--- config.mk ---
export PLATFORM = sky130hd
export DESIGN_NAME = avg8_seq_ctrl_flat
export DESIGN_NICKNAME = d
export VERILOG_FILES = /design/src/rtl/avg8_seq_ctrl_if.sv /design/src/rtl/avg8_seq_ctrl.sv /design/src/flat_wrapper.sv
export SDC_FILE = /design/constraint.sdc
export NUM_CORES = 1
export LEC_CHECK = 0
export CORE_ASPECT_RATIO = 1.2
export CORE_UTILIZATION = 45
export CTS_CLUSTER_DIAMETER = 30
export DETAILED_ROUTE_END_ITERATION = 16
export HOLD_SLACK_MARGIN = 0.08
export PLACE_DENSITY_LB_ADDON = 0.2
export SYNTH_ARGS = -nofsm -noshare
export SYNTH_HDL_FRONTEND = slang
export SYNTH_SLANG_ARGS = --single-unit
--- constraint.sdc ---
create_clock -name clk -period 5.85 [get_ports clk]
set_input_delay 1.17 -clock clk [delete_from_list [all_inputs] [get_ports clk]]
set_output_delay 1.17 -clock clk [all_outputs]
set_load 0.01 [all_outputs]
--- src/rtl/avg8_seq_ctrl_if.sv ---
// Operand/result bundle for the sequenced eight-input average block.
// The master drives the request and operands; the slave returns status and result.
interface avg8_seq_ctrl_if #(
    parameter int unsigned DATAWIDTH = 16
);
    logic                        start;
    logic signed [DATAWIDTH-1:0] a;
    logic signed [DATAWIDTH-1:0] b;
    logic signed [DATAWIDTH-1:0] c;
    logic signed [DATAWIDTH-1:0] d;
    logic signed [DATAWIDTH-1:0] e;
    logic signed [DATAWIDTH-1:0] f;
    logic signed [DATAWIDTH-1:0] g;
    logic signed [DATAWIDTH-1:0] h;
    logic [7:0]                  sa;
    logic                        busy;
    logic                        done;
    logic signed [DATAWIDTH-1:0] avg;

    modport master (
        output start, a, b, c, d, e, f, g, h, sa,
        input  busy, done, avg
    );

    modport slave (
        input  start, a, b, c, d, e, f, g, h, sa,
        output busy, done, avg
    );
endinterface

--- src/rtl/avg8_seq_ctrl.sv ---
// Eight-input signed average built from one shared adder and one arithmetic
// shifter, sequenced as 7 accumulate steps, 3 shift steps and one output step.
module avg8_seq_ctrl #(
    parameter int unsigned DATAWIDTH = 16,
    parameter int unsigned ACCWIDTH  = 32
) (
    input  logic           clk,
    input  logic           rst,
    avg8_seq_ctrl_if.slave bus
);
    localparam int unsigned EXTW = ACCWIDTH - DATAWIDTH;

    typedef enum logic [1:0] {
        S_IDLE = 2'd0,
        S_ADD  = 2'd1,
        S_SHR  = 2'd2,
        S_OUT  = 2'd3
    } state_t;

    state_t                      r_state;
    logic signed [DATAWIDTH-1:0] r_op [8];
    logic [7:0]                  r_sa;
    logic signed [ACCWIDTH-1:0]  r_acc;
    logic [2:0]                  r_idx;
    logic [1:0]                  r_sc;
    logic signed [DATAWIDTH-1:0] r_avg;
    logic                        r_done;
    logic                        r_busy;

    logic signed [DATAWIDTH-1:0] w_op_sel;
    logic signed [ACCWIDTH-1:0]  w_op_ext;
    logic signed [ACCWIDTH-1:0]  w_a_ext;
    logic signed [ACCWIDTH-1:0]  w_sum;
    logic signed [ACCWIDTH-1:0]  w_shr;

    // Shared datapath: one operand mux feeding one adder, one shifter on acc.
    assign w_op_sel = r_op[r_idx];
    assign w_op_ext = {{EXTW{w_op_sel[DATAWIDTH-1]}}, w_op_sel};
    assign w_a_ext  = {{EXTW{bus.a[DATAWIDTH-1]}}, bus.a};
    assign w_sum    = r_acc + w_op_ext;
    // Shift amounts at or beyond ACCWIDTH saturate to pure sign fill.
    assign w_shr    = r_acc >>> r_sa;

    always_ff @(posedge clk) begin
        if (rst) begin
            r_state <= S_IDLE;
            for (int i = 0; i < 8; i++) begin
                r_op[i] <= '0;
            end
            r_sa   <= '0;
            r_acc  <= '0;
            r_idx  <= '0;
            r_sc   <= '0;
            r_avg  <= '0;
            r_done <= 1'b0;
            r_busy <= 1'b0;
        end else begin
            r_done <= 1'b0;
            case (r_state)
                S_IDLE: begin
                    if (bus.start) begin
                        r_op[0] <= bus.a;
                        r_op[1] <= bus.b;
                        r_op[2] <= bus.c;
                        r_op[3] <= bus.d;
                        r_op[4] <= bus.e;
                        r_op[5] <= bus.f;
                        r_op[6] <= bus.g;
                        r_op[7] <= bus.h;
                        r_sa    <= bus.sa;
                        r_acc   <= w_a_ext;
                        r_idx   <= 3'd1;
                        r_busy  <= 1'b1;
                        r_state <= S_ADD;
                    end
                end
                S_ADD: begin
                    r_acc <= w_sum;
                    r_idx <= r_idx + 3'd1;
                    if (r_idx == 3'd7) begin
                        r_sc    <= 2'd0;
                        r_state <= S_SHR;
                    end
                end
                S_SHR: begin
                    r_acc <= w_shr;
                    r_sc  <= r_sc + 2'd1;
                    if (r_sc == 2'd2) begin
                        r_state <= S_OUT;
                    end
                end
                S_OUT: begin
                    r_avg   <= r_acc[DATAWIDTH-1:0];
                    r_done  <= 1'b1;
                    r_busy  <= 1'b0;
                    r_state <= S_IDLE;
                end
                default: begin
                    r_busy  <= 1'b0;
                    r_state <= S_IDLE;
                end
            endcase
        end
    end

    assign bus.busy = r_busy;
    assign bus.done = r_done;
    assign bus.avg  = r_avg;
endmodule
--- src/flat_wrapper.sv ---
// flat-port wrapper written by rule: the top's interface ports become plain ports
module avg8_seq_ctrl_flat 
#(
    parameter int unsigned DATAWIDTH = 16,
    parameter int unsigned ACCWIDTH  = 32
)
  (clk, rst, bus_start, bus_a, bus_b, bus_c, bus_d, bus_e, bus_f, bus_g, bus_h, bus_sa, bus_busy, bus_done, bus_avg);
  avg8_seq_ctrl_if #(.DATAWIDTH(DATAWIDTH)) bus_i ();
  input  logic clk;
  input  logic rst;
  input wire logic [$bits(bus_i.start)-1:0] bus_start;
  input wire logic [$bits(bus_i.a)-1:0] bus_a;
  input wire logic [$bits(bus_i.b)-1:0] bus_b;
  input wire logic [$bits(bus_i.c)-1:0] bus_c;
  input wire logic [$bits(bus_i.d)-1:0] bus_d;
  input wire logic [$bits(bus_i.e)-1:0] bus_e;
  input wire logic [$bits(bus_i.f)-1:0] bus_f;
  input wire logic [$bits(bus_i.g)-1:0] bus_g;
  input wire logic [$bits(bus_i.h)-1:0] bus_h;
  input wire logic [$bits(bus_i.sa)-1:0] bus_sa;
  output wire logic [$bits(bus_i.busy)-1:0] bus_busy;
  output wire logic [$bits(bus_i.done)-1:0] bus_done;
  output wire logic [$bits(bus_i.avg)-1:0] bus_avg;
  assign bus_i.start = bus_start;
  assign bus_i.a = bus_a;
  assign bus_i.b = bus_b;
  assign bus_i.c = bus_c;
  assign bus_i.d = bus_d;
  assign bus_i.e = bus_e;
  assign bus_i.f = bus_f;
  assign bus_i.g = bus_g;
  assign bus_i.h = bus_h;
  assign bus_i.sa = bus_sa;
  assign bus_busy = bus_i.busy;
  assign bus_done = bus_i.done;
  assign bus_avg = bus_i.avg;
  avg8_seq_ctrl #(.DATAWIDTH(DATAWIDTH), .ACCWIDTH(ACCWIDTH)) u_core (.clk(clk), .rst(rst), .bus(bus_i));
endmodule
==> flow_summary.ini <==
[run_status]
outcome = complete, no violations

[cells_and_area]
final_cell_mix = 155 x clkdlybuf4s50_1, 128 x edfxtp_1, 99 x and2_1, 83 x a21oi_1, 79 x nor2_1
nets = 1498
fin_area_sq_um = 14800
drive_gt1_share_pct = 11.55
final_common_cell = clkdlybuf4s50_1
antenna_cells = 0
syn_to_final_growth_pct = 18.80

[sta]
finalMaxSlewViolations = 0
skew_ns = 0.01991
hold_violations = 0
tightest_slew_ns = 1.122
tns_ns = 0
max_freq_mhz = 218.9
post-route-min-period_ns = 4.568
finalSetupViolations = 0
period_share_pct = 78.09
rsz0062_at_grt = false
relSlewSlack_pct = 25.12

[hold_path]
worstHoldPathType = reg -> reg
hold_start = u_core.bus.avg[2]

[grt]
grt_max_degree = 92
grtUsageMet2_pct = 43.78
grt_util_met1_pct = 32.41
busiest_layer = met2
antenna_found_initial = 0
overflow = 0
grt_use_met3_pct = 4.021
track_usage_pct = 26.20
grt_pass1_wl_um = 56110
grt_pass1_vias = 9793

[flow_run]
max_cap_violations = 0

[critical_path]
start_kind = flop
crit_type = reg -> reg
crit_path_end_kind = flop
critPathMaxFanout = 32
crit_arrival_ns = 4.93
cp.required_ns = 6.21

[clock_tree]
cts_repair_resize_count = 0
cts_tree = built
cts.sinks = 196
cts_max_path_buffers = 2
clock_latency_ns = 0.46
numCtsBuffers = 17
clk_pin_slew_ns = 0.08
cts_max_level = 4
postCtsSetupBuffers = 0
cts_root_buf = clkbuf_16
hold_buffers = 0

[detailed_routing]
drt_iter0_drc = 791
post_drt_wl_per_cell_um = 21.62
vias = 10116
dr.pass1.iters = 7
antenna_left = 0
viasPerCell = 6.047
routed_wl_um = 36180
route.detailed.drc = 0

[place]
placement.cell_area_sq_um = 14180
port_buffers = 156
place.gp.congestion = 1.001
dp_hpwl_um = 26940

[power]
power_leakage_nw = 5.536
p_int_mw = 3.984
combPwrFrac_pct = 50.7
vdd_drop_max_uv = 221.0
pwr-share-clk_pct = 17.7
p_sw_share_pct = 43.48
p_per_area_nw_per_um2 = 476.4
power.switching_mw = 3.065
pwr-share-seq_pct = 31.6

[synth]
synth-edff-count = 128
synthTopCellsByArea = edfxtp_1 31%, dfxtp_1 11%, mux4_2 8.0%
yosys_warnings = 0
synth_cells = 1218
synthArstFlopShare_pct = 0
synth_top_area_share_pct = 30.86
synth_area_sq_um = 12460
syn_nets = 1396
yosysUniqueCellTypes = 84
ys_seq_area_share_pct = 41.78
synth_seq_cells = 196
syn_area_per_cell_sq_um = 10.23
yosysTopAreaCell = edfxtp_1
synth_ff_type = edfxtp_1

[die]
fp.dieH_um = 184.3
fp.dieW_um = 153.9
initial_core_util_pct = 45.85
design.core.area_sq_um = 27170
io_pins = 157
rows = 66
die-area_sq_um = 28350
## power by group through the flow
stage,logic (mW),clock network (mW),registers (mW)
floorplan,2.69,0,2.04
global placement,3.49,0,2.24
detailed placement,3.50,0,2.25
CTS,3.52,1.26,2.22
global route,3.88,1.31,2.25
finish,3.57,1.25,2.23
## per-layer routing
metal  share of wire [%]  routed length [um]  up-vias
li1                    -                   -     4803
met1                  42               15110     4842
met2                  48               17380      378
met3                 5.1                1835       93
met4                 5.1                1855        0
met5                   0                   0        -
## synthesized netlist by cell type (4+ instances only)
cell	count
o21a_1	8
mux4_2	44
and3_1	9
o21ai_1	8
a22oi_1	4
a211oi_1	14
nand4_1	6
a221oi_1	7
edfxtp_1	128
xor2_1	11
or3_1	8
nor2b_1	40
a221o_1	4
o21bai_1	10
a21o_1	11
a21oi_1	83
mux2_2	38
mux2i_1	53
and2_1	99
a31oi_1	7
dfxtp_1	68
ha_1	38
o221ai_1	6
nand3_1	17
or2_2	4
clkbuf_1	61
nor3_1	26
nor2_1	81
a22o_1	5
o31ai_1	6
buf_1	8
nand2_1	70
o211ai_1	28
buf_4	7
o21ai_0	74
buf_2	11
xnor2_1	8
o22ai_1	18
inv_1	23
## area by class of cell
class | count | area [sq um]
clock buffers | 17 | 425.4
inverters | 25 | 96.34
well taps | 340 | 425.4
flip-flops and latches | 196 | 5207
multi-input cells | 908 | 6775
repair buffers | 172 | 1677
clock inverters | 15 | 192.7
fillers | 2381 | 12370
## worst max-delay path, cell delays in order (launching register included)
cell,delay (ns)
dfxtp_1,0.31
buf_4,0.38
mux4_2,0.37
mux2i_1,0.46
inv_1,0.49
ha_1,0.60
nand4_1,0.26
or4_1,0.62
a2111o_1,0.37
o211ai_1,0.17
o2111ai_1,0.14
a311oi_1,0.27
## registers in the layout (all words and copies together) (netlist names), named ones only
signal,flops
u_core.r_acc,32
u_core.bus.busy,1
u_core.r_op,128
u_core.bus.done,1
u_core.bus.avg,16
u_core.r_sc,2
u_core.r_idx,3
u_core.r_state,2
u_core.r_sa,8
## cell families (layout without fill, tap and decap cells)
family / Yosys count / in the layout / share of synthesized area (%)
and+or+nand+nor: 381 / 381 / 15.95
AOI/OAI and AO/OA: 334 / 334 / 17.40
DFF: 196 / 196 / 41.78
muxes: 135 / 135 / 15.65
buffers and inverters: 114 / 229 / 3.907
adders and majority gates: 39 / 39 / 3.978
xor gates and xnor gates: 19 / 19 / 1.336
## through the flow
step / hold WS, ns / setup WS [ns] / std cells / total power, mW / util [%]
after floorplan: 0.4566 / 1.043 / 1218 / 4.737 / -
after CTS: 0.5041 / 1.282 / 1673 / 7.007 / 54.47
after detailed placement: 0.4861 / 1.301 / 1641 / 5.749 / 52.20
after global routing: 0.5334 / 0.9672 / 1673 / 7.445 / 54.47
after global placement: 0.4712 / 1.408 / 1641 / 5.730 / 52.20
final: 0.5011 / 1.282 / 1673 / 7.050 / 54.47
## final timing paths
kind	end	slack, ns	cells after the start
worst min-delay path	u_core.bus.avg[2]	0.50	2
worst min register to register	u_core.bus.avg[2]	0.50	2
worst max register to register	u_core.r_acc[29]	1.28	11
worst max-delay path	u_core.r_acc[29]	1.28	11
No activity file was read; power rests on OpenSTA's default activity.
